## config.mk

```make
export PLATFORM = sky130hd
export DESIGN_NAME = hilo_muldiv_unit
export DESIGN_NICKNAME = d
export VERILOG_FILES = /design/src/rtl/hilo_muldiv_unit.sv
export SDC_FILE = /design/constraint.sdc
export NUM_CORES = 1
export LEC_CHECK = 0
export BUFFER_PORTS_ARGS = -buffer_cell sky130_fd_sc_hd__buf_2
export CAP_MARGIN = 20
export CORE_MARGIN = 2
export CORE_UTILIZATION = 45
export DETAILED_ROUTE_END_ITERATION = 8
export HOLD_SLACK_MARGIN = 0.06
export PLACE_DENSITY = 0.65
export SLEW_MARGIN = 15
export SYNTH_ARGS = -nofsm -noshare
export SYNTH_HDL_FRONTEND = slang
export SYNTH_SLANG_ARGS = --single-unit
```

## constraint.sdc

```tcl
create_clock -name clk -period 6.2 [get_ports clk]
set_input_delay 0 -clock clk [delete_from_list [all_inputs] [get_ports clk]]
set_output_delay 0 -clock clk [all_outputs]
set_load 0.005 [all_outputs]
```

## src/rtl/hilo_muldiv_unit.sv

```systemverilog
// Iterative multiply/divide engine that owns the MIPS HI/LO register pair.
// Build option: define HILO_MULDIV_DIV_EN to include the divider (divu/div).
module hilo_muldiv_unit #(
    parameter int WIDTH = 32,
    parameter int CNT_W = 6
) (
    input  logic             clk,
    input  logic             rst,
    input  logic             start,
    input  logic [1:0]       op,
    input  logic [WIDTH-1:0] a,
    input  logic [WIDTH-1:0] b,
    input  logic             we_hi,
    input  logic             we_lo,
    input  logic [WIDTH-1:0] wd,
    output logic             busy,
    output logic             done,
    output logic             dbz,
    output logic [WIDTH-1:0] hi,
    output logic [WIDTH-1:0] lo
);
    typedef enum logic [1:0] {S_IDLE = 2'd0, S_RUN = 2'd1, S_FIX = 2'd2} state_t;

    state_t             state_q, state_d;
    logic [CNT_W-1:0]   cnt_q;
    logic [WIDTH-1:0]   acc_q, acc_d, mq_q, mq_d, b_q;
    logic               neg_q;
    logic [WIDTH-1:0]   hi_q, lo_q, res_hi, res_lo;
    logic               done_q, dbz_q;
    logic               sgn_a, sgn_b, launch;
    logic [WIDTH-1:0]   abs_a, abs_b;
    logic [WIDTH:0]     mul_sum;
    logic [2*WIDTH-1:0] prod;
`ifdef HILO_MULDIV_DIV_EN
    logic               is_div_q, sa_q, dbz_pend_q, div_ge;
    logic [WIDTH-1:0]   a_raw_q;
    logic [WIDTH:0]     shifted;
`endif

    assign sgn_a = op[0] & a[WIDTH-1];
    assign sgn_b = op[0] & b[WIDTH-1];
    assign abs_a = sgn_a ? -a : a;
    assign abs_b = sgn_b ? -b : b;

`ifdef HILO_MULDIV_DIV_EN
    assign launch = (state_q == S_IDLE) && start;
`else
    // Without the divider, divide ops complete immediately as no-ops.
    assign launch = (state_q == S_IDLE) && start && !op[1];
`endif

    always_ff @(posedge clk or posedge rst) begin
        if (rst) begin
            state_q <= S_IDLE;
        end else begin
            state_q <= state_d;
        end
    end

    always_comb begin
        state_d = state_q;
        case (state_q)
            S_IDLE:  if (launch) state_d = S_RUN;
            S_RUN:   if (cnt_q == CNT_W'(1)) state_d = S_FIX;
            S_FIX:   state_d = S_IDLE;
            default: state_d = S_IDLE;
        endcase
    end

    always_comb begin
        busy = 1'b0;
        if (state_q == S_RUN || state_q == S_FIX) busy = 1'b1;
    end

    // One iteration: shift-add for multiply, restoring subtract for divide.
    always_comb begin
        mul_sum = {1'b0, acc_q} + (mq_q[0] ? {1'b0, b_q} : {(WIDTH+1){1'b0}});
        acc_d   = mul_sum[WIDTH:1];
        mq_d    = {mul_sum[0], mq_q[WIDTH-1:1]};
`ifdef HILO_MULDIV_DIV_EN
        shifted = {acc_q, mq_q[WIDTH-1]};
        div_ge  = shifted >= {1'b0, b_q};
        if (is_div_q) begin
            acc_d = div_ge ? (shifted[WIDTH-1:0] - b_q) : shifted[WIDTH-1:0];
            mq_d  = {mq_q[WIDTH-2:0], div_ge};
        end
`endif
    end

    always_comb begin
        prod   = {acc_q, mq_q};
        if (neg_q) prod = -prod;
        res_hi = prod[2*WIDTH-1:WIDTH];
        res_lo = prod[WIDTH-1:0];
`ifdef HILO_MULDIV_DIV_EN
        if (is_div_q) begin
            if (dbz_pend_q) begin
                res_hi = a_raw_q;
                res_lo = '1;
            end else begin
                // MIN / -1 falls out naturally: |MIN| stays MIN and neg is clear.
                res_lo = neg_q ? -mq_q : mq_q;
                res_hi = sa_q ? -acc_q : acc_q;
            end
        end
`endif
    end

    always_ff @(posedge clk or posedge rst) begin
        if (rst) begin
            cnt_q      <= '0;
            acc_q      <= '0;
            mq_q       <= '0;
            b_q        <= '0;
            neg_q      <= 1'b0;
            hi_q       <= '0;
            lo_q       <= '0;
            done_q     <= 1'b0;
            dbz_q      <= 1'b0;
`ifdef HILO_MULDIV_DIV_EN
            is_div_q   <= 1'b0;
            sa_q       <= 1'b0;
            dbz_pend_q <= 1'b0;
            a_raw_q    <= '0;
`endif
        end else begin
            done_q <= 1'b0;
            dbz_q  <= 1'b0;
            case (state_q)
                S_IDLE: begin
                    if (we_hi) hi_q <= wd;
                    if (we_lo) lo_q <= wd;
                    if (launch) begin
                        cnt_q      <= CNT_W'(WIDTH);
                        acc_q      <= '0;
                        mq_q       <= abs_a;
                        b_q        <= abs_b;
                        neg_q      <= sgn_a ^ sgn_b;
`ifdef HILO_MULDIV_DIV_EN
                        is_div_q   <= op[1];
                        sa_q       <= sgn_a;
                        dbz_pend_q <= op[1] && (b == '0);
                        a_raw_q    <= a;
`endif
                    end
`ifndef HILO_MULDIV_DIV_EN
                    if (start && op[1]) done_q <= 1'b1;
`endif
                end
                S_RUN: begin
                    cnt_q <= cnt_q - CNT_W'(1);
                    acc_q <= acc_d;
                    mq_q  <= mq_d;
                end
                S_FIX: begin
                    hi_q   <= res_hi;
                    lo_q   <= res_lo;
                    done_q <= 1'b1;
`ifdef HILO_MULDIV_DIV_EN
                    dbz_q  <= dbz_pend_q;
`endif
                end
                default: ;
            endcase
        end
    end

    assign done = done_q;
    assign dbz  = dbz_q;
    assign hi   = hi_q;
    assign lo   = lo_q;
endmodule
```

==> summary.txt <==
Clock Root Buffer -> clkbuf_16
Post-CTS Repair Setup Buffers -> 0
Final Core Density -> 0.5637
CP Data Arrival Time -> 4.12 ns
Gate power share -> 0.467
leading area contributor after synthesis -> dfrtp_1
pin count of the biggest net entering global routing -> 91
number of DRC markers in iteration 0 -> 1,001
most frequent cells in the layout -> nand2_1 (198), o21ai_0 (188), dfrtp_1 (169), buf_2 (168), a21oi_1 (110)
CP cell instances -> and2_1, ha_1, a21o_1, a31o_2, o211ai_1, a21oi_1, a2111oi_0, or4_1, nand3_1
Clk pwr share -> 0.182
CP Capture Type -> register
fin crit period -> 3.808 ns
Critical path destination -> acc_q[30]
CTS Buf Count -> 17
outcome -> complete, no violations
CTS tree -> done
sequential share of the synthesized area -> 0.3534
clk slew on worst S/H paths -> 0.07 ns
period utilisation layout -> 0.6142
Slew headroom -> 0.2888
P&R area growth vs syn -> 22.37%
sequential share of power -> 0.350
chip height -> 167.6 um
synthesized area per cell -> 8.302 sq um
dpl cells -> 1,881
core area -> 26,130 sq um
Skew-Pair Late Insertion Delay -> 0.44 ns
max-slew violations -> 0
Synth Register Bits -> 170
RSZ-0062 raised after global routing -> no
EDFF count, synth -> 0
f_max -> 262.6 MHz
crit-path max FO -> 36
Top Ports -> 170
Sinks on Clock Net -> 170
R2R depth -> 9
total power -> 6494 uW
clock buffer depth -> 2
Synth Instances -> 1,450
H-Tree Depth -> 4
Die W -> 167.6 um
reg-to-reg slack, setup -> 2.39 ns
P_int -> 3519 uW
fin cells -> 2,015
Ys Warns -> 0
layout cells sized above 1 -> 0.1494
Leak Pwr -> 0.006354 uW
Vias per Instance -> 5.775
routability congestion estimate -> 0.9382
first-pass GRT wire length -> 59,860 um
initial antenna violation count -> 0
WP data required -> 6.52 ns
RR Endpoint -> acc_q[30]
Synth Net Count -> 1,594
Worst R2R Start -> mq_q[0]
Worst Skew -> 0.01779 ns
Synth Cell Area -> 12,040 sq um
min-delay worst type -> primary input to register
Net Sw Frac -> 0.4580
total gr overflow -> 0
HPWL Detailed -> 27,440 um
full die area -> 28,070 sq um
synth unique cells -> 71
DRC -> 0
post-synth top area share -> 0.3534
Vias -> 11,637
pwr/cell area -> 440.8 nW/um^2
All-Layer GR Usage -> 0.2669
Sw Pwr -> 2974 uW
Area contributors post-synth -> dfrtp_1 (35%), o21ai_0 (7.8%), nand2_1 (6.2%), xor2_1 (5.4%), xnor2_1 (4.9%)
Setup crit start -> mq_q[0]
most common library cell in the layout ignoring fill and taps -> nand2_1
post-synthesis async set-or-reset flop share -> 1.000
slowest cell delay on critical path -> 0.97 ns
DRT antenna net count -> 0
Top FF cell, synth -> dfrtp_1
final hold vios -> 0
number of global-route vias before repair -> 10,975
detailed-route wire length -> 37,680 um
worst vdd ir -> 0.2265 mV
antenna cells -> 0
crit path launch type -> register
critical path's slowest cell -> dfrtp_1
Site Rows -> 59
layout net count -> 1,811
setup_tns -> 0 ns
IO Port Bufs -> 168
drt wl/cell -> 18.70 um
Initial DRT Pass Iterations -> 5
final setup fails -> 0
Tightest Pin Transition -> 1.040 ns
Starting Density -> 0.4606
Max-Cap Viols -> 0
CP Class -> register to register
cell usage after synthesis, types with 21 or more instances:
cell      count
inv_1        21
nor3b_1      24
nand2_1     198
xnor2_1      67
clkbuf_1     73
dfrtp_1     170
o21ai_0     188
a21o_1       23
ha_1         40
and2_1       34
a21oi_1     112
nor3_1       21
o31ai_1      28
xor2_1       74
nor2_1       88
registers in the layout, indices dropped and copies added, names as in the netlist:
| register | flops |
|---|---|
| cnt_q | 6 |
| lo | 32 |
| state_q | 2 |
| acc_q | 32 |
| mq_q | 32 |
| neg_q | 1 |
| done | 1 |
| hi | 32 |
| b_q | 32 |
critical path, delay by kind of cell (launching register included):
kind / cells / cell delay, ns
AO/OA/AOI/OAI: 5 / 1.88
flip-flops: 1 / 0.97
adder cells (fa/ha/maj): 1 / 0.29
AND/OR/NAND/NOR: 3 / 0.54
metrics by stage:
stage,instance area [sq um],worst slack (ns),hold slack (ns)
2_1_floorplan,12040,1.597,0.1288
3_3_place_gp,13080,2.465,-0.001995
3_5_place_dp,13080,2.390,-0.0008562
4_1_cts,14730,2.361,0.06153
5_1_grt,14730,1.996,0.09358
6_report,14730,2.392,0.05255
power by group through the flow:
| stage | clock network (uW) | logic (uW) | registers (uW) |
|---|---|---|---|
| global route | 1250 | 3370 | 2330 |
| finish | 1180 | 3040 | 2270 |
| floorplan | 0 | 2090 | 2010 |
| CTS | 1190 | 3010 | 2250 |
| detailed placement | 0 | 2940 | 2270 |
| global placement | 0 | 2890 | 2250 |
logic make-up (layout without fill, tap and decap cells):
family	count (synthesis)	count (layout)	synth area share
muxes	17	17	0.01414
and+or+nand+nor	503	503	0.2088
xor gates and xnor gates	141	141	0.1026
DFF	170	170	0.3534
buffers and inverters	105	335	0.03461
other	1	1	0.0003115
adders and majority gates	41	41	0.04324
AOI/OAI and AO/OA	472	472	0.2429
layout make-up:
class / instances / area, sq um
clock inverters: 15 / 209.0
inverters: 21 / 83.83
flip-flops and latches: 170 / 4255
fillers: 2441 / 11400
multi-input cells: 1175 / 7386
well taps: 335 / 419.2
clock buffers: 17 / 425.4
repair buffers: 282 / 1952
worst min path at each step:
stage	from	end	slack, ns	cells past startpoint
floorplan	a[31]	mq_q[31]	0.13	2
global placement	rst	lo[5]	-0.002	2
detailed placement	rst	lo[5]	-0.0009	2
CTS	a[11]	mq_q[11]	0.06	5
global route	rst	lo[7]	0.09	3
finish	a[11]	mq_q[11]	0.05	5
metal layers:
layer  GRT usage  up-vias  routed length [um]
met5           0        -                   0
met4     0.07032        0                 709
met3     0.04278       41                2460
met2      0.4066      455               16440
met1      0.3943     5487               18070
li1            -     5654                   -
repair_timing:
action | in CTS | in global routing
hold buffers | 102 | 0
endpoints found under the hold margin | 152 | 0
resized for setup | 0 | 0
Note: power is estimated with default switching activity, not from simulation.
